**src/rtl/instr_fetch_queue.sv**
```systemverilog
// Fetch stage: issues in-order instruction-memory requests for the current PC and pairs
// the returning words with their PCs in a small FIFO toward decode. Flush squashes all in-flight work.
module instr_fetch_queue #(
    parameter int          DEPTH    = 2,
    parameter logic [31:0] RESET_PC = 32'h0000_0000
) (
    input  logic        clk,
    input  logic        rst,
    input  logic [31:0] pc_in,
    output logic        pc_advance,
    input  logic        flush,
    output logic        imem_req,
    output logic [31:0] imem_addr,
    input  logic        imem_gnt,
    input  logic        imem_rvalid,
    input  logic [31:0] imem_rdata,
    output logic        id_valid,
    input  logic        id_ready,
    output logic [31:0] id_instr,
    output logic [31:0] id_pc
);

    localparam int AW = (DEPTH > 1) ? $clog2(DEPTH) : 1;
    localparam int CW = AW + 1;
    localparam logic [CW-1:0] CNT_ONE = CW'(1);
    localparam logic [AW-1:0] PTR_ONE = AW'(1);

    typedef struct packed {
        logic [31:0] pc;
        logic [31:0] instr;
    } entry_t;

    // Tag queue: one slot per outstanding request, in issue order.
    logic [31:0]      tag_pc [DEPTH];
    logic [DEPTH-1:0] tag_live;
    logic [AW-1:0]    tag_wr;
    logic [AW-1:0]    tag_rd;
    logic [CW-1:0]    tag_cnt;

    // Output FIFO toward decode.
    entry_t           fifo_mem [DEPTH];
    logic [AW-1:0]    fifo_wr;
    logic [AW-1:0]    fifo_rd;
    logic [CW-1:0]    fifo_cnt;

    logic [CW:0]      in_use;
    logic             credit_ok;
    logic             accept;
    logic             resp_pop;
    logic             resp_fwd;
    logic             id_pop;

    // A slot is either waiting on memory or holding a word for decode; both count against DEPTH.
    assign in_use    = {1'b0, tag_cnt} + {1'b0, fifo_cnt};
    assign credit_ok = in_use < (CW+1)'(DEPTH);

    assign imem_req   = rst && !flush && credit_ok;
    assign imem_addr  = pc_in;
    assign accept     = imem_req && imem_gnt;
    assign pc_advance = accept;

    // A response with nothing outstanding is a protocol error and is ignored.
    assign resp_pop = imem_rvalid && (tag_cnt != '0);
    assign resp_fwd = resp_pop && tag_live[tag_rd] && !flush;
    assign id_pop   = id_valid && id_ready && !flush;

    assign id_valid = (fifo_cnt != '0);
    assign id_pc    = id_valid ? fifo_mem[fifo_rd].pc    : RESET_PC;
    assign id_instr = id_valid ? fifo_mem[fifo_rd].instr : 32'h0;

    // NOTE: sequential state uses non-blocking assignments so every register samples
    // pre-edge values, independent of block ordering.
    always_ff @(posedge clk or negedge rst) begin
        if (!rst) begin
            tag_wr   <= '0;
            tag_rd   <= '0;
            tag_cnt  <= '0;
            tag_live <= '0;
        end else begin
            if (accept)
                tag_wr <= tag_wr + PTR_ONE;
            if (resp_pop)
                tag_rd <= tag_rd + PTR_ONE;

            case ({accept, resp_pop})
                2'b10:   tag_cnt <= tag_cnt + CNT_ONE;
                2'b01:   tag_cnt <= tag_cnt - CNT_ONE;
                default: tag_cnt <= tag_cnt;
            endcase

            // Flush kills responses still in flight; accept is blocked in that cycle.
            if (flush)
                tag_live <= '0;
            else if (accept)
                tag_live[tag_wr] <= 1'b1;
        end
    end

    // NOTE: storage arrays carry no reset; the counters and live bits decide which
    // entries are meaningful, so stale contents are never observed.
    always_ff @(posedge clk) begin
        if (accept)
            tag_pc[tag_wr] <= pc_in;
        if (resp_fwd)
            fifo_mem[fifo_wr] <= '{pc: tag_pc[tag_rd], instr: imem_rdata};
    end

    always_ff @(posedge clk or negedge rst) begin
        if (!rst) begin
            fifo_wr  <= '0;
            fifo_rd  <= '0;
            fifo_cnt <= '0;
        end else if (flush) begin
            fifo_wr  <= '0;
            fifo_rd  <= '0;
            fifo_cnt <= '0;
        end else begin
            if (resp_fwd)
                fifo_wr <= fifo_wr + PTR_ONE;
            if (id_pop)
                fifo_rd <= fifo_rd + PTR_ONE;

            case ({resp_fwd, id_pop})
                2'b10:   fifo_cnt <= fifo_cnt + CNT_ONE;
                2'b01:   fifo_cnt <= fifo_cnt - CNT_ONE;
                default: fifo_cnt <= fifo_cnt;
            endcase
        end
    end

endmodule

```
**config.mk**
```make
export PLATFORM = sky130hd
export DESIGN_NAME = instr_fetch_queue
export DESIGN_NICKNAME = d
export VERILOG_FILES = /design/src/rtl/instr_fetch_queue.sv
export SDC_FILE = /design/constraint.sdc
export NUM_CORES = 1
export LEC_CHECK = 0
export CAP_MARGIN = 20
export CORE_ASPECT_RATIO = 1.75
export CORE_UTILIZATION = 40
export CTS_CLUSTER_DIAMETER = 50
export CTS_CLUSTER_SIZE = 10
export DETAILED_ROUTE_END_ITERATION = 8
export PLACE_DENSITY = 0.75
export SYNTH_ARGS = -nofsm -noshare
export SYNTH_HDL_FRONTEND = slang
export SYNTH_SLANG_ARGS = --single-unit
export TNS_END_PERCENT = 100
```
**constraint.sdc**
```tcl
create_clock -name clk -period 15.65 [get_ports clk]
set_input_delay 3.13 -clock clk [delete_from_list [all_inputs] [get_ports clk]]
set_output_delay 3.13 -clock clk [all_outputs]
set_load 0.03 [all_outputs]
```
; ---- After elaboration in Yosys (flattened, before gate mapping)
; Memory sizes are Yosys's and may differ from the RTL's.
; Index checks and enable logic that the tools add are counted.
[word_totals]
reg_bits = 10
inputBits = 70
output_inout_bits = 99
elab_cells = 63
mem_bits_rw = 192
n_memories = 2
[mem_list]
columns = memory, words, width, rd, rd_clocked_by_memory_dff, write_ports, line_no
row1 = fifo_mem, 2, 64, 1, 0, 1, 41  ; entry_t fifo_mem [DEPTH];
row2 = tag_pc, 2, 32, 1, 0, 1, 34  ; logic [31:0] tag_pc [DEPTH];
[op_classes]
n_reduce_logical = 17
bitwise_logic = 1
n_addsub = 9
muxes = 19
n_eq_ne = 4
n_lt_le_gt_ge = 4
[ops]
columns = operator, count
row1 = 32-bit 2-to-1 mux, 2
row2 = 2-bit nonzero test, 6
row3 = 1-bit 2-to-1 mux, 11
row4 = 1-bit logical AND, 9
row5 = 2-bit case mux with 2 select lines, 2
row6 = 2-bit 2-to-1 mux, 3
row7 = 1-bit adder (second input constant), 4
row8 = 2-bit by 1-bit adder with 2-bit output (second input constant), 2
row9 = 2-bit by 1-bit equality test with 1-bit output (second input constant), 2
row10 = 2-bit equality test (second input constant), 2
row11 = 1-bit by 2-bit less-than comparator with 1-bit output (second input constant), 2
row12 = 2-bit by 1-bit subtractor with 2-bit output (second input constant), 2
row13 = 2-bit by 2-bit adder with 3-bit output, 1
row14 = 3-bit by 2-bit less-than comparator with 1-bit output (second input constant), 1
row15 = 3-bit nonzero test, 1
row16 = 2-bit bitwise OR, 1
row17 = 1-bit demux with 1-bit select, 1
row18 = 1-bit >= comparator (second input constant), 1
row19 = 1-bit logical NOT, 1

; ---- Logic depth before layout (Yosys ltp)
[logic_depth]
depth_word = 7
ltp_mapped = 8
ltp_nobuf = 8

; ---- Least setup slack after synthesis
; No wires, ideal clock.
[synth_path]
kind = input -> register
start = in imem_rvalid
end = mem fifo_mem[1][0] (netlist bit) (enable)
arrival_ns = 8.086
setup_time_ns = 0.578
path_buffers = 0
t_required_ns = 15.072
setup_slack_ns = 6.986
stages = 4
cell_sequence = o21ai_2 -> inv_1 -> nand2_1 -> nor3b_1
[synth_via]
elab_chain_cells = 5
[synth_rtl]
columns = element, line_no
row1 = "start, declared", 15  ; input logic imem_rvalid,
row2 = 1-bit logical AND, 63  ; assign resp_pop = imem_rvalid && (tag_cnt != '0);
row3 = via resp_pop, 49  ; logic resp_pop;
row4 = 1-bit logical AND (2 in series), 64  ; assign resp_fwd = resp_pop && tag_live[tag_rd] && !flush;
row5 = 1-bit 2-to-1 mux, 104  ; if (resp_fwd)
row6 = 1-bit 2-to-1 mux (not written as such), 105  ; fifo_mem[fifo_wr] <= '{pc: tag_pc[tag_rd], instr: imem_rdata};
row7 = "end, declared", 41
; The timed path passes the listed nets, and every way through them passes these cells.

; ---- Final worst setup path
[layout_path]
start = in rst
end = out pc_advance
[layout_via]
elab_chain_cells = 3
[layout_rtl]
columns = element, line_no
row1 = "start, declared", 8  ; input logic rst,
row2 = 1-bit logical AND (2 in series), 57  ; assign imem_req = rst && !flush && credit_ok;
row3 = 1-bit logical AND, 59  ; assign accept = imem_req && imem_gnt;
row4 = "end, declared", 10  ; output logic pc_advance,
; Every way passes these cells.

==> flow_summary.json <==
{
  "outcome": "completed",
  "netlist_instances": 459,
  "p_per_area_mw_per_mm2": 123,
  "cts_buffers": 24,
  "start_kind": "primary input",
  "synth_nets": 531,
  "post-place-ws_ps": 7260,
  "fp-row-count": 67,
  "overflow": 0,
  "grt_first_pass_wirelength_um": 22700,
  "start_util_pct": 41.2,
  "drv_cap": 0,
  "end_kind": "output port",
  "diodes": 0,
  "yosys.area.top_type_share_pct": 72.5,
  "gp_congestion": 0.745,
  "crit_slowest_cell": "clkdlybuf4s50_1",
  "p_leak_uw": 0.00333,
  "worstPathMaxFanout": 11,
  "die_w_um": 109,
  "min_period_ps": 8350,
  "htree_levels": 1,
  "hold_viol": 0,
  "ir_worst_vdd_mv": 0.0757,
  "finalCritPeriodShare_pct": 53.3,
  "ys_seq_area_share_pct": 75.7,
  "area_growth_pct": 30.3,
  "clk_pin_slew_ps": 60,
  "ys_types": 31,
  "min_path_type": "register to register",
  "cts.repair.resized": 0,
  "yosys_warnings": 0,
  "grt_max_degree": 66,
  "ctsHoldBuffers": 0,
  "syn_area_per_cell_um2": 17.3,
  "crit_required_ps": 12520,
  "vias": 4152,
  "slowest_delay_ps": 770,
  "viasPerCell": 4.84,
  "nNetsFinal": 681,
  "async_flop_share_pct": 4.95,
  "synth.most_common_cell": "edfxtp_1",
  "numClockSinks": 202,
  "ys_seq_elements": 202,
  "wire_per_inst_um": 16.9,
  "worst_pin_slew_ps": 1040,
  "setup_ws_ps": 7300,
  "drc": 0,
  "worstPathArrival_ps": 5220,
  "clk_latency_ps": 490,
  "setup_viol": 0,
  "max_freq_ghz": 0.120,
  "finalSetupTns_ps": 0,
  "cp_cell_sequence": "clkdlybuf4s50_1 > nor4b_4 > nand2_2 > inv_1 > clkdlybuf4s50_1",
  "pin_count": 169,
  "slew_viol_final": 0,
  "rsz0062_at_grt": "false",
  "track_usage_pct": 14.6,
  "clk_path_buf_depth": 3,
  "cts_tree": "built",
  "utilization_pct": 53.7,
  "portBuffers": 168,
  "synthTopCellsByArea": "edfxtp_1 (73%), mux2i_1 (8.2%), mux2_2 (4.5%)",
  "synth_edf_count": 192,
  "syn-cell-area_mm2": 0.00795,
  "routed_wirelength_um": 14500,
  "cp_common_cell": "clkdlybuf4s50_1",
  "dieArea_mm2": 0.0205,
  "crit_type": "primary input to output port",
  "ant_nets": 0,
  "drt_iter0_drc": 119,
  "postCtsSetupBuffers": 0,
  "synth_top_area_cell": "edfxtp_1",
  "synth_flop_cell": "edfxtp_1",
  "antenna_found_initial": 0,
  "synth.top_cells.by_count": "edfxtp_1 (192), nor2_1 (71), mux2i_1 (65)",
  "max_slew_margin_pct": 30.8,
  "cts-root-buf": "clkbuf_16",
  "drt-pass1-iter-count": 4,
  "fp.coreArea_mm2": 0.0193,
  "hpwlAfterDp_um": 9520,
  "final.setup_skew_ps": 12.8,
  "drive_above_1_share_pct": 12.3,
  "fp.dieH_um": 188,
  "nFillCells": 1558,
  "first_global_vias": 4526
}
## path summary, 6_finish.rpt
check	startpoint	end	slack [ps]	cells past startpoint
max in group asynchronous	rst	fifo_rd	12320	1
worst min-delay path	tag_live[0]	tag_live[0]	520	2
worst max-delay path	rst	pc_advance	7300	5
worst min register to register	tag_live[0]	tag_live[0]	520	2
min in group asynchronous	rst	tag_live[0]	2970	1
worst max register to register	fifo_cnt[0]	tag_pc[0][4]	12710	5
## cell type report
type                            instances  area, um^2  area share (%)
Clock inverter                          1        8.76          0.0846
Timing Repair Buffer                  175        1770            17.1
Clock buffer                           33         656            6.33
Inverter                                5        18.8           0.181
Multi-Input combinational cell        201        1590            15.3
Sequential cell                       202        6020            58.1
Tap cell                              241         302            2.91
## critical path, delay by kind of cell
family	cells	cell delay [ps]
buffers and inverters	3	1510
AND/OR/NAND/NOR	2	570
## metal layers
metal  wire length, um  track usage (%)
met5                 0                0
met4               446             6.91
met3               644             2.25
met2              8290             27.8
met1              5140             15.0
## power breakdown
part	switching, uW	internal (uW)	leakage, uW
Sequential	30.1	626	0.00186
Clock	186	287	0.000322
Combinational	63.2	76.8	0.00115
## per-stage QoR
stage                     hold WS, ps  instance area [um^2]  cells  power, uW
final                             523                 10400    858       1270
after global routing              566                 10400    858       1320
after CTS                         528                 10300    856       1290
after detailed placement          515                  9650    822        808
after global placement            513                  9650    822        800
after floorplan                   484                  7950    459        758
## logic make-up (layout without fill, tap and decap cells)
| logic type | Yosys count | in the layout | share of synthesized area, % |
|---|---|---|---|
| flops | 202 | 202 | 75.7 |
| xor+xnor | 6 | 6 | 0.661 |
| simple gates | 84 | 84 | 4.68 |
| fa+ha+maj | 2 | 2 | 0.409 |
| buf+inv | 56 | 214 | 4.77 |
| compound gates | 11 | 11 | 0.882 |
| mux | 98 | 98 | 12.9 |
## registers in the layout, indices dropped and copies added, names as in the netlist
| signal | flops |
|---|---|
| tag_rd | 1 |
| tag_wr | 1 |
| tag_cnt | 2 |
| fifo_rd | 1 |
| fifo_cnt | 2 |
| tag_pc | 64 |
| fifo_wr | 1 |
| tag_live | 2 |
| fifo_mem | 128 |
## layout by cell type, fill, tap and decap left out, types with 2 or more instances in the layout
cell               n
dfrtp_1            8
and3b_1            2
a31oi_1            3
inv_1              5
clkbuf_16         25
edfxtp_1         192
mux2i_1           65
clkdlybuf4s50_1  168
nor2_4             3
buf_4              5
mux2_2            32
nor2_1            68
xnor2_1            4
clkbuf_1           8
nor2b_1            2
xor2_1             2
o21ai_0            3
Note: power is estimated with default switching activity, not from simulation.
